$ cat config.mk
export PLATFORM = sky130hd
export DESIGN_NAME = hall_emulator_flat
export DESIGN_NICKNAME = d
export VERILOG_FILES = /design/src/rtl/hall_emulator_if.sv /design/src/rtl/hall_emulator.sv /design/src/flat_wrapper.sv
export SDC_FILE = /design/constraint.sdc
export NUM_CORES = 1
export LEC_CHECK = 0
export BUFFER_PORTS_ARGS = -buffer_cell sky130_fd_sc_hd__buf_2
export CAP_MARGIN = 40
export CELL_PAD_IN_SITES_DETAIL_PLACEMENT = 0
export CELL_PAD_IN_SITES_GLOBAL_PLACEMENT = 1
export CORE_ASPECT_RATIO = 1.2
export CORE_MARGIN = 3
export CORE_UTILIZATION = 48
export CTS_CLUSTER_DIAMETER = 80
export DETAILED_ROUTE_END_ITERATION = 6
export GPL_TIMING_DRIVEN = 0
export PLACE_DENSITY = 0.91
export SYNTH_ARGS = -nofsm -noshare
export SYNTH_HDL_FRONTEND = slang
export SYNTH_SLANG_ARGS = --single-unit
$ cat constraint.sdc
create_clock -name clk -period 8.9 [get_ports clk]
set_input_delay 1.335 -clock clk [delete_from_list [all_inputs] [get_ports clk]]
set_output_delay 1.335 -clock clk [all_outputs]
set_load 0.05 [all_outputs]
$ cat src/rtl/hall_emulator_if.sv
// Control/status bundle of the Hall sensor emulator.
interface hall_emulator_if;
    logic        en;
    logic        direct;
    logic [31:0] period;
    logic        load;
    logic [2:0]  load_sector;
    logic [2:0]  hall_o;
    logic [2:0]  sector_o;
    logic [31:0] angle_o;
    logic        step_o;
    logic        busy_o;

    modport master (
        output en, direct, period, load, load_sector,
        input  hall_o, sector_o, angle_o, step_o, busy_o
    );

    modport slave (
        input  en, direct, period, load, load_sector,
        output hall_o, sector_o, angle_o, step_o, busy_o
    );
endinterface

$ cat src/rtl/hall_emulator.sv
// Steps through six Hall sectors at a programmable rate; hall/sector/angle
// are registered together so they always describe the same sector.
module hall_emulator #(
    parameter logic [3:0]  HALL_N0      = 4'h4,
    parameter logic [3:0]  HALL_N1      = 4'h5,
    parameter logic [3:0]  HALL_N2      = 4'h1,
    parameter logic [3:0]  HALL_N3      = 4'h3,
    parameter logic [3:0]  HALL_N4      = 4'h2,
    parameter logic [3:0]  HALL_N5      = 4'h6,
    parameter logic [31:0] SECTOR_ANGLE = 32'd600000
) (
    input  logic            clk,
    input  logic            rst_n,
    hall_emulator_if.slave  bus
);
    typedef enum logic {IDLE, RUN} state_t;

    state_t      state, state_nxt;
    logic [31:0] cnt, period_r;
    logic [2:0]  sector, sector_step, sector_d;
    logic        start, tc, step;

    function automatic logic [2:0] hall_of(input logic [2:0] s);
        case (s)
            3'd1:    hall_of = HALL_N1[2:0];
            3'd2:    hall_of = HALL_N2[2:0];
            3'd3:    hall_of = HALL_N3[2:0];
            3'd4:    hall_of = HALL_N4[2:0];
            3'd5:    hall_of = HALL_N5[2:0];
            default: hall_of = HALL_N0[2:0];
        endcase
    endfunction

    always_ff @(posedge clk or negedge rst_n) begin
        if (!rst_n) state <= IDLE;
        else        state <= state_nxt;
    end

    always_comb begin
        state_nxt   = state;
        start       = 1'b0;
        tc          = 1'b0;
        step        = 1'b0;
        sector_step = sector;
        sector_d    = sector;
        case (state)
            IDLE:    if (bus.en && bus.period != 32'd0) state_nxt = RUN;
            RUN:     if (!bus.en || bus.period == 32'd0) state_nxt = IDLE;
            default: state_nxt = IDLE;
        endcase
        // A load strobe owns the cycle: no transition, no step.
        if (bus.load) state_nxt = state;
        start = (state == IDLE) && (state_nxt == RUN);
        tc    = (state == RUN) && (cnt == period_r - 32'd1);
        step  = tc && (state_nxt == RUN) && !bus.load;
        if (bus.direct) sector_step = (sector == 3'd5) ? 3'd0 : sector + 3'd1;
        else            sector_step = (sector == 3'd0) ? 3'd5 : sector - 3'd1;
        if (bus.load) begin
            if (bus.load_sector <= 3'd5) sector_d = bus.load_sector;
        end else if (step) begin
            sector_d = sector_step;
        end
    end

    always_ff @(posedge clk or negedge rst_n) begin
        if (!rst_n) begin
            cnt        <= 32'd0;
            period_r   <= 32'd0;
            sector     <= 3'd0;
            bus.hall_o <= HALL_N0[2:0];
            bus.angle_o <= 32'd0;
            bus.step_o <= 1'b0;
        end else begin
            bus.step_o  <= step;
            sector      <= sector_d;
            bus.hall_o  <= hall_of(sector_d);
            bus.angle_o <= {29'd0, sector_d} * SECTOR_ANGLE;
            if (bus.load) begin
                cnt <= 32'd0;
            end else if (start) begin
                cnt      <= 32'd0;
                period_r <= bus.period;
            end else if (state == RUN && state_nxt == RUN) begin
                // Step length is only re-sampled at the boundary.
                if (tc) begin
                    cnt      <= 32'd0;
                    period_r <= bus.period;
                end else begin
                    cnt <= cnt + 32'd1;
                end
            end
        end
    end

    assign bus.sector_o = sector;
    assign bus.busy_o   = (state == RUN);
endmodule
$ cat src/flat_wrapper.sv
// flat-port wrapper written by rule: the top's interface ports become plain ports
module hall_emulator_flat 
#(
    parameter logic [3:0]  HALL_N0      = 4'h4,
    parameter logic [3:0]  HALL_N1      = 4'h5,
    parameter logic [3:0]  HALL_N2      = 4'h1,
    parameter logic [3:0]  HALL_N3      = 4'h3,
    parameter logic [3:0]  HALL_N4      = 4'h2,
    parameter logic [3:0]  HALL_N5      = 4'h6,
    parameter logic [31:0] SECTOR_ANGLE = 32'd600000
)
  (clk, rst_n, bus_en, bus_direct, bus_period, bus_load, bus_load_sector, bus_hall_o, bus_sector_o, bus_angle_o, bus_step_o, bus_busy_o);
  hall_emulator_if bus_i ();
  input  logic clk;
  input  logic rst_n;
  input wire logic [$bits(bus_i.en)-1:0] bus_en;
  input wire logic [$bits(bus_i.direct)-1:0] bus_direct;
  input wire logic [$bits(bus_i.period)-1:0] bus_period;
  input wire logic [$bits(bus_i.load)-1:0] bus_load;
  input wire logic [$bits(bus_i.load_sector)-1:0] bus_load_sector;
  output wire logic [$bits(bus_i.hall_o)-1:0] bus_hall_o;
  output wire logic [$bits(bus_i.sector_o)-1:0] bus_sector_o;
  output wire logic [$bits(bus_i.angle_o)-1:0] bus_angle_o;
  output wire logic [$bits(bus_i.step_o)-1:0] bus_step_o;
  output wire logic [$bits(bus_i.busy_o)-1:0] bus_busy_o;
  assign bus_i.en = bus_en;
  assign bus_i.direct = bus_direct;
  assign bus_i.period = bus_period;
  assign bus_i.load = bus_load;
  assign bus_i.load_sector = bus_load_sector;
  assign bus_hall_o = bus_i.hall_o;
  assign bus_sector_o = bus_i.sector_o;
  assign bus_angle_o = bus_i.angle_o;
  assign bus_step_o = bus_i.step_o;
  assign bus_busy_o = bus_i.busy_o;
  hall_emulator #(.HALL_N0(HALL_N0), .HALL_N1(HALL_N1), .HALL_N2(HALL_N2), .HALL_N3(HALL_N3), .HALL_N4(HALL_N4), .HALL_N5(HALL_N5), .SECTOR_ANGLE(SECTOR_ANGLE)) u_core (.clk(clk), .rst_n(rst_n), .bus(bus_i));
endmodule
==> out/metrics.yaml, run 1 <==
end_kind: "register"
io_buffers: 64
vias_per_cell: 5.64
synth_cell_type_count: 65
p_per_area_mw_per_mm2: 198
clk_pin_slew_ns: 0.06
synth_area_mm2: 0.00566
synthFlopType: "dfrtp_1"
fmax_ghz: 0.167
synth-seq-area-share_pct: 38.9
relSlewSlack_pct: 56.4
cp_slowest_cell: "fa_1"
crit_chain: "inv_1 -> ha_1 -> nor3b_2 -> nand4_1 -> nor2_1 -> nand4_1 -> a2111oi_2 -> nand4_4 -> or2_4 -> mux2_4 -> o21ai_4 -> inv_1 -> fa_1 -> ha_1 -> inv_1 -> fa_1 -> nor2b_1 -> o21ai_0 -> nand2b_1 -> a21oi_1 -> nor2_1 -> xnor2_1"
grt_pass1_vias: 4834
grt_setup_unrepaired: "no"
die_h_um: 125
rows: 42
finalPower_mw: 1.30
cts_made_buffers: 9
hold_class: "register to register"
clock-root-buffer: "clkbuf_16"
core_area_mm2: 0.0113
synthArstFlopShare_pct: 100
netlist_instances: 595
place_congestion: 0.874
tns_ns: 0
drtAntennaViolNets: 0
cts_tree: "built"
power_leakage_nw: 2.83
path_class: "register to register"
cts_sinks: 88
crit_required_ns: 9.16
place_hpwl_um: 11100
htreeDepth: 3
antennaDiodeCount: 0
status: "complete, no violations"
antenna_found_initial: 0
dr.pass1.iters: 5
cts_resized: 0
clk_latency_ns: 0.34
crit_top_cell: "inv_1"
routed_wl_um: 14200
slew_violations: 0
stdcell_count: 844
start_util_pct: 50.1
grt_pass1_wl_um: 23900
hold_viol_final: 0
synthToLayoutAreaGrowth_pct: 15.9
drv_cap: 0
fin_crit_ns: 5.98
irDropWorstVdd_mv: 0.150
rr_worst_depth: 22
cp.arrival_ns: 6.24
skew_ns: 0.00673
clockBufferDepth: 2
yosysWarnings: 0
grt.overflow.total: 0
ys_seq_elements: 88
placed_cell_area_mm2: 0.00626
cp_max_fo: 10
die_area_mm2: 0.0131
final_util_pct: 58.1
cts_hold_buffers: 0
num_io_pins: 80
syn_avg_cell_area_um2: 9.52
fp.dieW_um: 105
drt_iter0_drc: 306
route.detailed.wl_per_inst_um: 16.8
post-route-period-util_pct: 67.2
synth-edff-count: 0
drc: 0
hold_depth: 1
worstMarginPinSlew_ns: 0.649
critPathLaunchType: "register"
grt_max_degree: 67
max_stage_delay_ns: 0.62
drive_above_1_share_pct: 23.8
grt_use_total_pct: 22.4
design_area_mm2: 0.00656
setup_viol: 0
cts_setup_buffers: 0
nets: 741
num_vias: 4764
dp_cells: 828
==> per-stage QoR <==
step                setup slack, ns  hold slack (ns)
finish                         2.92            0.530
global route                   2.51            0.546
CTS                            2.95            0.534
detailed placement             2.98            0.521
global placement               3.10            0.513
floorplan                      3.88            0.497
==> logic make-up (layout without fill, tap and decap cells) <==
logic type,after synthesis,count (layout),synth area share [%]
buf+inv,66,147,5.77
flops,88,88,38.9
other cells,1,15,0.0662
mux,35,35,7.03
xor+xnor,59,59,9.13
compound gates,112,112,13.0
fa+ha+maj,16,16,4.07
simple gates,218,218,22.1
==> Yosys cell counts, types with 2 or more instances <==
cell | number | area, µm²
or2_2 | 3 | 18.8
o211a_1 | 2 | 20.0
nand3_1 | 21 | 105
xnor2_1 | 32 | 280
clkbuf_1 | 16 | 60.1
nand4b_1 | 2 | 17.5
o41ai_1 | 5 | 43.8
or3_1 | 2 | 12.5
nand4_1 | 16 | 100
nor2b_1 | 7 | 43.8
buf_4 | 17 | 128
nor3_1 | 15 | 75.1
a211oi_1 | 5 | 37.5
ha_1 | 12 | 150
a21oi_1 | 12 | 60.1
o21ai_0 | 54 | 270
and2_1 | 2 | 12.5
nand3b_1 | 2 | 15.0
o211ai_1 | 2 | 15.0
fa_1 | 4 | 80.1
and3_1 | 12 | 75.1
buf_1 | 2 | 7.51
xor2_1 | 27 | 236
or4_1 | 5 | 37.5
a31oi_1 | 2 | 12.5
inv_1 | 24 | 90.1
mux2_2 | 34 | 383
o31ai_1 | 10 | 75.1
nor4_1 | 18 | 113
nor4_4 | 3 | 63.8
nand2b_1 | 16 | 100
o2111ai_1 | 2 | 17.5
dfrtp_1 | 87 | 2180
buf_2 | 6 | 30.0
and4_1 | 4 | 35.0
nand2_1 | 49 | 184
a21o_1 | 6 | 45.0
nor2_1 | 29 | 109
nor4_2 | 2 | 25.0
==> state kept, by name (all words and copies together) (netlist names) <==
register	count
u_core.bus.angle_o	16
u_core.bus.busy_o	1
u_core.bus.hall_o	3
u_core.bus.sector_o	3
u_core.bus.step_o	1
u_core.cnt	32
u_core.period_r	32
==> critical path, delay by kind of cell (launching register included) <==
| family | cells | cell delay (ns) |
|---|---|---|
| AND/OR/NAND/NOR | 9 | 2.12 |
| adder cells (fa/ha/maj) | 4 | 1.42 |
| AO/OA/AOI/OAI | 4 | 1.05 |
| flip-flops | 1 | 0.45 |
| buffers and inverters | 3 | 0.39 |
| multiplexers | 1 | 0.31 |
| XOR/XNOR | 1 | 0.13 |
==> layout by cell type, fill, tap and decap left out, types with 18 or more instances in the layout <==
master	Yosys	layout
buf_2	6	69
buf_4	17	18
dfrtp_1	87	87
inv_1	24	24
mux2_2	34	34
nand2_1	49	49
nand3_1	21	21
nor2_1	29	29
nor4_1	18	18
o21ai_0	54	54
xnor2_1	32	32
xor2_1	27	27
==> routing by layer <==
metal  wire, µm  track usage (%)  part of all wire (%)  vias to the layer above
met5          0                0                     0                        -
met4        425             8.49                   3.0                        0
met3        738             4.69                   5.2                       28
met2       7310             39.9                    52                      132
met1       5680             26.4                    40                     2328
li1           -                -                     -                     2276
==> power breakdown <==
| part | internal [mW] | switching [mW] | total [mW] |
|---|---|---|---|
| registers | 0.453 | 0.0531 | 0.506 |
| clock network | 0.221 | 0.165 | 0.386 |
| logic | 0.144 | 0.264 | 0.407 |
==> final cells by class <==
class | count | area (µm²)
Buffer | 42 | 236
Clock buffer | 9 | 225
Clock inverter | 7 | 77.6
Fill cell | 1028 | 4740
Inverter | 24 | 90.1
Multi-Input combinational cell | 455 | 3180
Sequential cell | 88 | 2200
Tap cell | 154 | 193
Timing Repair Buffer | 65 | 350
==> worst paths after layout <==
| check | from | end | slack (ns) |
|---|---|---|---|
| max in group asynchronous | rst_n | u_core.bus.hall_o[2] | 7.36 |
| max reg2reg | u_core.period_r[0] | u_core.bus.angle_o[14] | 2.92 |
| max | u_core.period_r[0] | u_core.bus.angle_o[14] | 2.92 |
| min in group asynchronous | rst_n | u_core.cnt[28] | 0.88 |
| min reg2reg | u_core.period_r[31] | u_core.period_r[31] | 0.53 |
| min | u_core.period_r[31] | u_core.period_r[31] | 0.53 |
No activity file was read; power rests on OpenSTA's default activity.
==> run 2, diff against run 1 <==
--- a/config.mk
+++ b/config.mk
@@ -11,11 +11,11 @@
 export CELL_PAD_IN_SITES_GLOBAL_PLACEMENT = 1
 export CORE_ASPECT_RATIO = 1.2
 export CORE_MARGIN = 3
-export CORE_UTILIZATION = 48
+export CORE_UTILIZATION = 45
 export CTS_CLUSTER_DIAMETER = 80
 export DETAILED_ROUTE_END_ITERATION = 6
 export GPL_TIMING_DRIVEN = 0
-export PLACE_DENSITY = 0.91
+export PLACE_DENSITY = 0.86
 export SYNTH_ARGS = -nofsm -noshare
 export SYNTH_HDL_FRONTEND = slang
 export SYNTH_SLANG_ARGS = --single-unit
==> constraint.sdc (replaced) <==
create_clock -name clk -period 5.5 [get_ports clk]
set_input_delay 0.825 -clock clk [delete_from_list [all_inputs] [get_ports clk]]
set_output_delay 0.825 -clock clk [all_outputs]
set_load 0.05 [all_outputs]
==> run 2 against run 1 <==
  * Flip-flop and latch count did not move
  * Non-clock buffer count is 18 higher
  * Via count grew 1.4%
  * Combinational power increased by 73%
  * Global-route usage barely moved
  * Critical path depth decreased by 1
  * Wire length rose by 6.0%
  * Highest routed layer unchanged
==> out/metrics.yaml, run 2 (same netlist as run 1, synthesis figures left out) <==
crit_required_ns: 5.76  # -3.40 ns
drc: 0  # unchanged
cp.arrival_ns: 5.50  # -0.74 ns
path_class: "register to register"
timing.rr.end: "u_core.bus.angle_o[14]"
num_vias: 4833  # +1.4%
grt_pass1_wl_um: 24400  # +2.2%
htreeDepth: 3  # unchanged
globalRouteMet1Util_pct: 26.4  # about the same
routed_wl_um: 15000  # +6.0%
clk_latency_ns: 0.34  # about the same
hold_viol_final: 0  # unchanged
tns_ns: 0  # unchanged
grt.overflow.total: 0  # unchanged
post-route-period-util_pct: 95.2  # +28 points
place_congestion: 0.917  # +4.9%
fp.dieW_um: 108  # +3.1%
fin_crit_ns: 5.24  # -0.738 ns
status: "complete, no violations"
grt_max_degree: 47  # -30%
num_io_pins: 80  # unchanged
route.detailed.wl_per_inst_um: 17.3  # +2.9%
clk_pin_slew_ns: 0.07  # about the same
reg2reg_slack_ns: 0.26  # -2.66 ns
dr.pass1.iters: 5  # unchanged
drt_iter0_drc: 200  # -35%
hold_class: "input port to asynchronous set/reset pin"
irDropWorstVdd_mv: 0.246  # +64%
final_common_cell: "dfrtp_1"
antenna_found_initial: 0  # unchanged
cp_max_fo: 6  # -4
cts_tree: "built"
skew_ns: 0.00780  # +0.00107 ns
io_buffers: 64  # unchanged
cts_hold_buffers: 0  # unchanged
drv_cap: 0  # unchanged
setup_viol: 0  # unchanged
power_leakage_nw: 2.91  # +2.9%
clockBufferDepth: 2  # unchanged
drive_above_1_share_pct: 28.7  # +4.9 points
synthToLayoutAreaGrowth_pct: 20.4
drtAntennaViolNets: 0  # unchanged
fmax_ghz: 0.191  # +14%
cts_sinks: 88  # unchanged
nets: 759  # +2.4%
die_h_um: 129  # +3.1%
end_kind: "register"
cts_made_buffers: 9  # unchanged
antennaDiodeCount: 0  # unchanged
vias_per_cell: 5.56  # -1.5%
critPathLaunchType: "register"
final_cell_mix: "dfrtp_1, buf_2, o21ai_0"
start_util_pct: 46.3  # -3.8 points
r2r_start: "u_core.period_r[3]"
reg_top3: "u_core.cnt (32), u_core.period_r (32), u_core.bus.angle_o (16)"
die_area_mm2: 0.0140  # +6.3%
core_area_mm2: 0.0122  # +8.2%
use_met2_pct: 39.8  # -0.11 points
rows: 44  # +4.8%
final_util_pct: 55.8  # -2.3 points
p_per_area_mw_per_mm2: 310  # +56%
clock-root-buffer: "clkbuf_16"
grt_pass1_vias: 4761  # -1.5%
rr_worst_depth: 21  # -4.5%
finalPower_mw: 2.11  # +63%
worstMarginPinSlew_ns: 0.627  # -0.0220 ns
top_usage_layer: "met2"
slew_violations: 0  # unchanged
grtUsageMet3_pct: 4.62  # -0.075 points
place_hpwl_um: 11500  # +3.7%
relSlewSlack_pct: 57.6  # +1.2 points
grt_use_total_pct: 22.4  # -0.035 points
run 2: cell types whose count changed in the layout (fill, tap and decap cells not counted), sizes merged:
| cell | previous run | this run |
|---|---|---|
| buf | 91 | 110 |
| bufinv | 1 | 0 |
| clkbuf | 25 | 24 |
| clkinv | 1 | 3 |
| clkinvlp | 1 | 3 |
| inv | 28 | 25 |
run 2: power breakdown:
group,total [mW],switching [mW],leakage [nW],internal (mW)
clock,0.575,0.265,0.128,0.310
combinational,0.706,0.446,1.68,0.260
sequential,0.831,0.0974,1.11,0.734
total,2.11,0.808,2.91,1.30
run 2: critical path, cell delays in order (launching register included):
cell	delay, ns
dfrtp_1	0.46
nor4_4	0.42
nand4_1	0.14
buf_4	0.19
or4_1	0.48
a211oi_2	0.20
o31a_2	0.23
nand4_4	0.13
or2_4	0.29
mux2_4	0.32
o21ai_4	0.26
inv_4	0.11
fa_2	0.61
ha_2	0.20
inv_1	0.06
fa_2	0.37
nor2b_1	0.11
o21ai_0	0.08
nand2b_1	0.13
a21oi_1	0.08
nor2_1	0.13
xnor2_1	0.14
run 2: layout make-up:
class	instances	area, µm²
repair buffers	84	489
clock buffers	9	225
clock inverters	7	57.6
fillers	1092	5410
flip-flops and latches	88	2200
inverters	24	92.6
plain buffers	41	233
multi-input cells	455	3310
well taps	161	201
run 2: timing repair:
action | in CTS | in global routing
gates resized for setup | 6 | 21
endpoints found under the setup margin | 6 | 5
pin swaps | 3 | 14
buffers inserted | 6 | 13
run 2: worst max path at each step:
stage                                   start  cells after the start                endpoint  slack [ns]
after CTS                 u_core.period_r[24]                     21  u_core.bus.angle_o[14]       0.005
after floorplan            u_core.period_r[0]                     22  u_core.bus.angle_o[14]        0.48
after detailed placement   u_core.period_r[0]                     22  u_core.bus.angle_o[14]       -0.44
after global routing       u_core.period_r[0]                     23  u_core.bus.angle_o[14]       -0.03
final                      u_core.period_r[3]                     21  u_core.bus.angle_o[14]        0.26
after global placement     u_core.period_r[0]                     22  u_core.bus.angle_o[14]       -0.31
run 2: routing by layer:
metal	vias to the layer above	share of wire, %
li1	2313	-
met1	2358	40
met2	133	52
met3	29	4.8
met4	0	2.9
met5	-	0
run 2: through the flow:
stage	setup WS (ns)	hold slack (ns)	std cells	area, µm²
5_1_grt	-0.0313	0.542	869	6820
3_3_place_gp	-0.309	0.519	834	6240
4_1_cts	0.00511	0.510	857	6620
6_report	0.261	0.493	869	6820
3_5_place_dp	-0.442	0.519	835	6260
2_1_floorplan	0.476	0.497	609	5710
==> run 3, diff against run 2 <==
--- a/config.mk
+++ b/config.mk
@@ -11,11 +11,11 @@
 export CELL_PAD_IN_SITES_GLOBAL_PLACEMENT = 1
 export CORE_ASPECT_RATIO = 1.2
 export CORE_MARGIN = 3
-export CORE_UTILIZATION = 45
+export CORE_UTILIZATION = 42
 export CTS_CLUSTER_DIAMETER = 80
 export DETAILED_ROUTE_END_ITERATION = 6
 export GPL_TIMING_DRIVEN = 0
-export PLACE_DENSITY = 0.86
+export PLACE_DENSITY = 0.81
 export SYNTH_ARGS = -nofsm -noshare
 export SYNTH_HDL_FRONTEND = slang
 export SYNTH_SLANG_ARGS = --single-unit
==> run 3 against run 2 <==
  * Maximum frequency down 1.3%
  * Core utilization is 2.3 points lower
  * Register-to-register slack got worse by 0.07 ns
  * Critical endpoint unchanged
  * Global-route usage is 2.4 points lower
  * Worst hold slack got worse by 0.077 ns
  * Setup slack worse by 0.068 ns
  * Total power up 6.9%
  * Die area rose by 6.8%
  * Sequential share of layout area decreased by 0.29 points
  * Final cell count grew 0.23%
==> out/metrics.yaml, run 3 (same netlist as run 1, synthesis figures left out) <==
status: "complete, no violations"
htreeDepth: 3  # unchanged
place_hpwl_um: 11400  # -0.94%
power_leakage_nw: 2.95  # +1.4%
cp_top_family: "simple AND/OR/NAND/NOR gates"
finalPower_mw: 2.26  # +6.9%
relSlewSlack_pct: 58.7  # +1.1 points
grt.overflow.total: 0  # unchanged
num_io_pins: 80  # unchanged
drv_cap: 0  # unchanged
vias_per_cell: 5.49  # -1.4%
cts_tree: "built"
crit_chain: "buf_4 -> nor4_2 -> nand4_1 -> nor4b_2 -> mux2_2 -> o31a_2 -> nand4_4 -> or2_4 -> mux2_4 -> o21ai_4 -> inv_4 -> fa_1 -> ha_2 -> inv_1 -> fa_2 -> nor2b_1 -> o21ai_0 -> nand2b_1 -> a21oi_1 -> nor2_1 -> xnor2_1"
start_util_pct: 43.9  # -2.4 points
max_stage_delay_ns: 0.60  # about the same
cp_max_fo: 7  # +1
die_h_um: 133  # +3.3%
end_kind: "register"
die_area_mm2: 0.0149  # +6.8%
nets: 758  # -0.13%
hold_class: "input port to asynchronous set/reset pin"
reg2reg_slack_ns: 0.19  # -0.07 ns
critPathBufInv: 3  # unchanged
fmax_ghz: 0.188  # -1.3%
critPathLaunchType: "register"
hold_viol_final: 0  # unchanged
grt_max_degree: 60  # +28%
cts_hold_buffers: 0  # unchanged
io_buffers: 64  # unchanged
route.detailed.wl_per_inst_um: 17.3  # about the same
worstMarginPinSlew_ns: 0.611  # -0.0161 ns
clk_latency_ns: 0.35  # about the same
placed_cell_area_mm2: 0.00627  # +0.18%
drt_iter0_drc: 177  # -12%
place_congestion: 0.912  # -0.53%
antenna_found_initial: 0  # unchanged
grt_use_total_pct: 20.0  # -2.4 points
num_vias: 4778  # -1.1%
cp_slowest_cell: "fa_1"
fillCellCount: 1146  # +4.9%
cts_made_buffers: 9  # unchanged
grt_pass1_vias: 4765  # +0.084%
grt_pass1_wl_um: 24300  # -0.54%
routed_wl_um: 15100  # +0.33%
cp.arrival_ns: 5.57  # +0.07 ns
setup_viol: 0  # unchanged
dpl_worst_slack_ns: -0.468  # -0.0261 ns
antennaDiodeCount: 0  # unchanged
clockBufferDepth: 2  # unchanged
rows: 45  # +2.3%
slew_violations: 0  # unchanged
setup_slack_ns: 0.193  # -0.0683 ns
reg_top3: "u_core.cnt (32), u_core.period_r (32), u_core.bus.angle_o (16)"
core_area_mm2: 0.0129  # +5.5%
cts_sinks: 88  # unchanged
dr.pass1.iters: 5  # unchanged
fin_crit_ns: 5.31  # +0.0683 ns
clock-root-buffer: "clkbuf_16"
drc: 0  # unchanged
final_common_cell: "dfrtp_1"
post-route-period-util_pct: 96.5  # +1.2 points
synthToLayoutAreaGrowth_pct: 21.8
p_per_area_mw_per_mm2: 328  # +5.7%
drtAntennaViolNets: 0  # unchanged
clk_pin_slew_ns: 0.07  # about the same
irDropWorstVdd_mv: 0.267  # +8.4%
skew_ns: 0.00745  # -0.000352 ns
design_area_mm2: 0.00689  # +1.1%
crit_required_ns: 5.76  # about the same
fp.dieW_um: 112  # +3.3%
path_class: "register to register"
final_cell_mix: "dfrtp_1, buf_2, o21ai_0"
drive_above_1_share_pct: 28.9  # +0.18 points
-- run 3: changes by cell type in the layout (fill, tap and decap cells not counted), sizes merged --
cell and change:
clkinv -2, bufinv +3, clkinvlp -2
-- run 3: path summary, 6_finish.rpt --
check	to	cells past startpoint	from
max in group asynchronous	u_core.bus.hall_o[2]	2	rst_n
hold reg to reg	u_core.period_r[31]	1	u_core.period_r[31]
hold / removal	u_core.period_r[25]	1	rst_n
min in group clk	u_core.period_r[31]	1	u_core.period_r[31]
setup reg to reg	u_core.bus.angle_o[14]	21	u_core.period_r[8]
setup / recovery	u_core.bus.angle_o[14]	21	u_core.period_r[8]
-- run 3: final cells by class --
cell class                      count  area, µm²  share of cell area (%)
Multi-Input combinational cell    455       3310                    48.0
Sequential cell                    88       2210                    32.1
Timing Repair Buffer               84        493                    7.15
Clock buffer                       10        239                    3.47
Buffer                             40        229                    3.32
Tap cell                          164        205                    2.98
Clock inverter                      6        115                    1.67
Inverter                           24       92.6                    1.34
-- run 3: stage by stage --
step / hold WS, ns / setup TNS (ns) / utilization, % / cells
floorplan: 0.497 / 0 / - / 609
detailed placement: 0.518 / -1.43 / 48.6 / 838
finish: 0.416 / 0 / 53.5 / 871
CTS: 0.422 / 0 / 51.9 / 859
global route: 0.443 / -0.0420 / 53.5 / 871
global placement: 0.515 / -0.846 / 48.4 / 837
-- run 3: power breakdown --
group / total, mW / internal [mW] / leakage [nW] / switching, mW
clock: 0.721 / 0.459 / 0.169 / 0.262
combinational: 0.703 / 0.261 / 1.68 / 0.442
sequential: 0.834 / 0.735 / 1.10 / 0.0990
-- run 3: metal layers --
layer  share of wire [%]  wire length (µm)  GRT usage, %
met5                   0                 0             0
met4                 1.9               285          5.74
met3                 4.6               697          3.82
met2                  52              7860          35.6
met1                  41              6210          24.5
-- run 3: what timing repair did --
action                     in CTS  in global routing
setup buffers                   5                 14
pin swaps                       3                 11
gates resized for setup         6                 22
setup endpoints to repair       6                  4
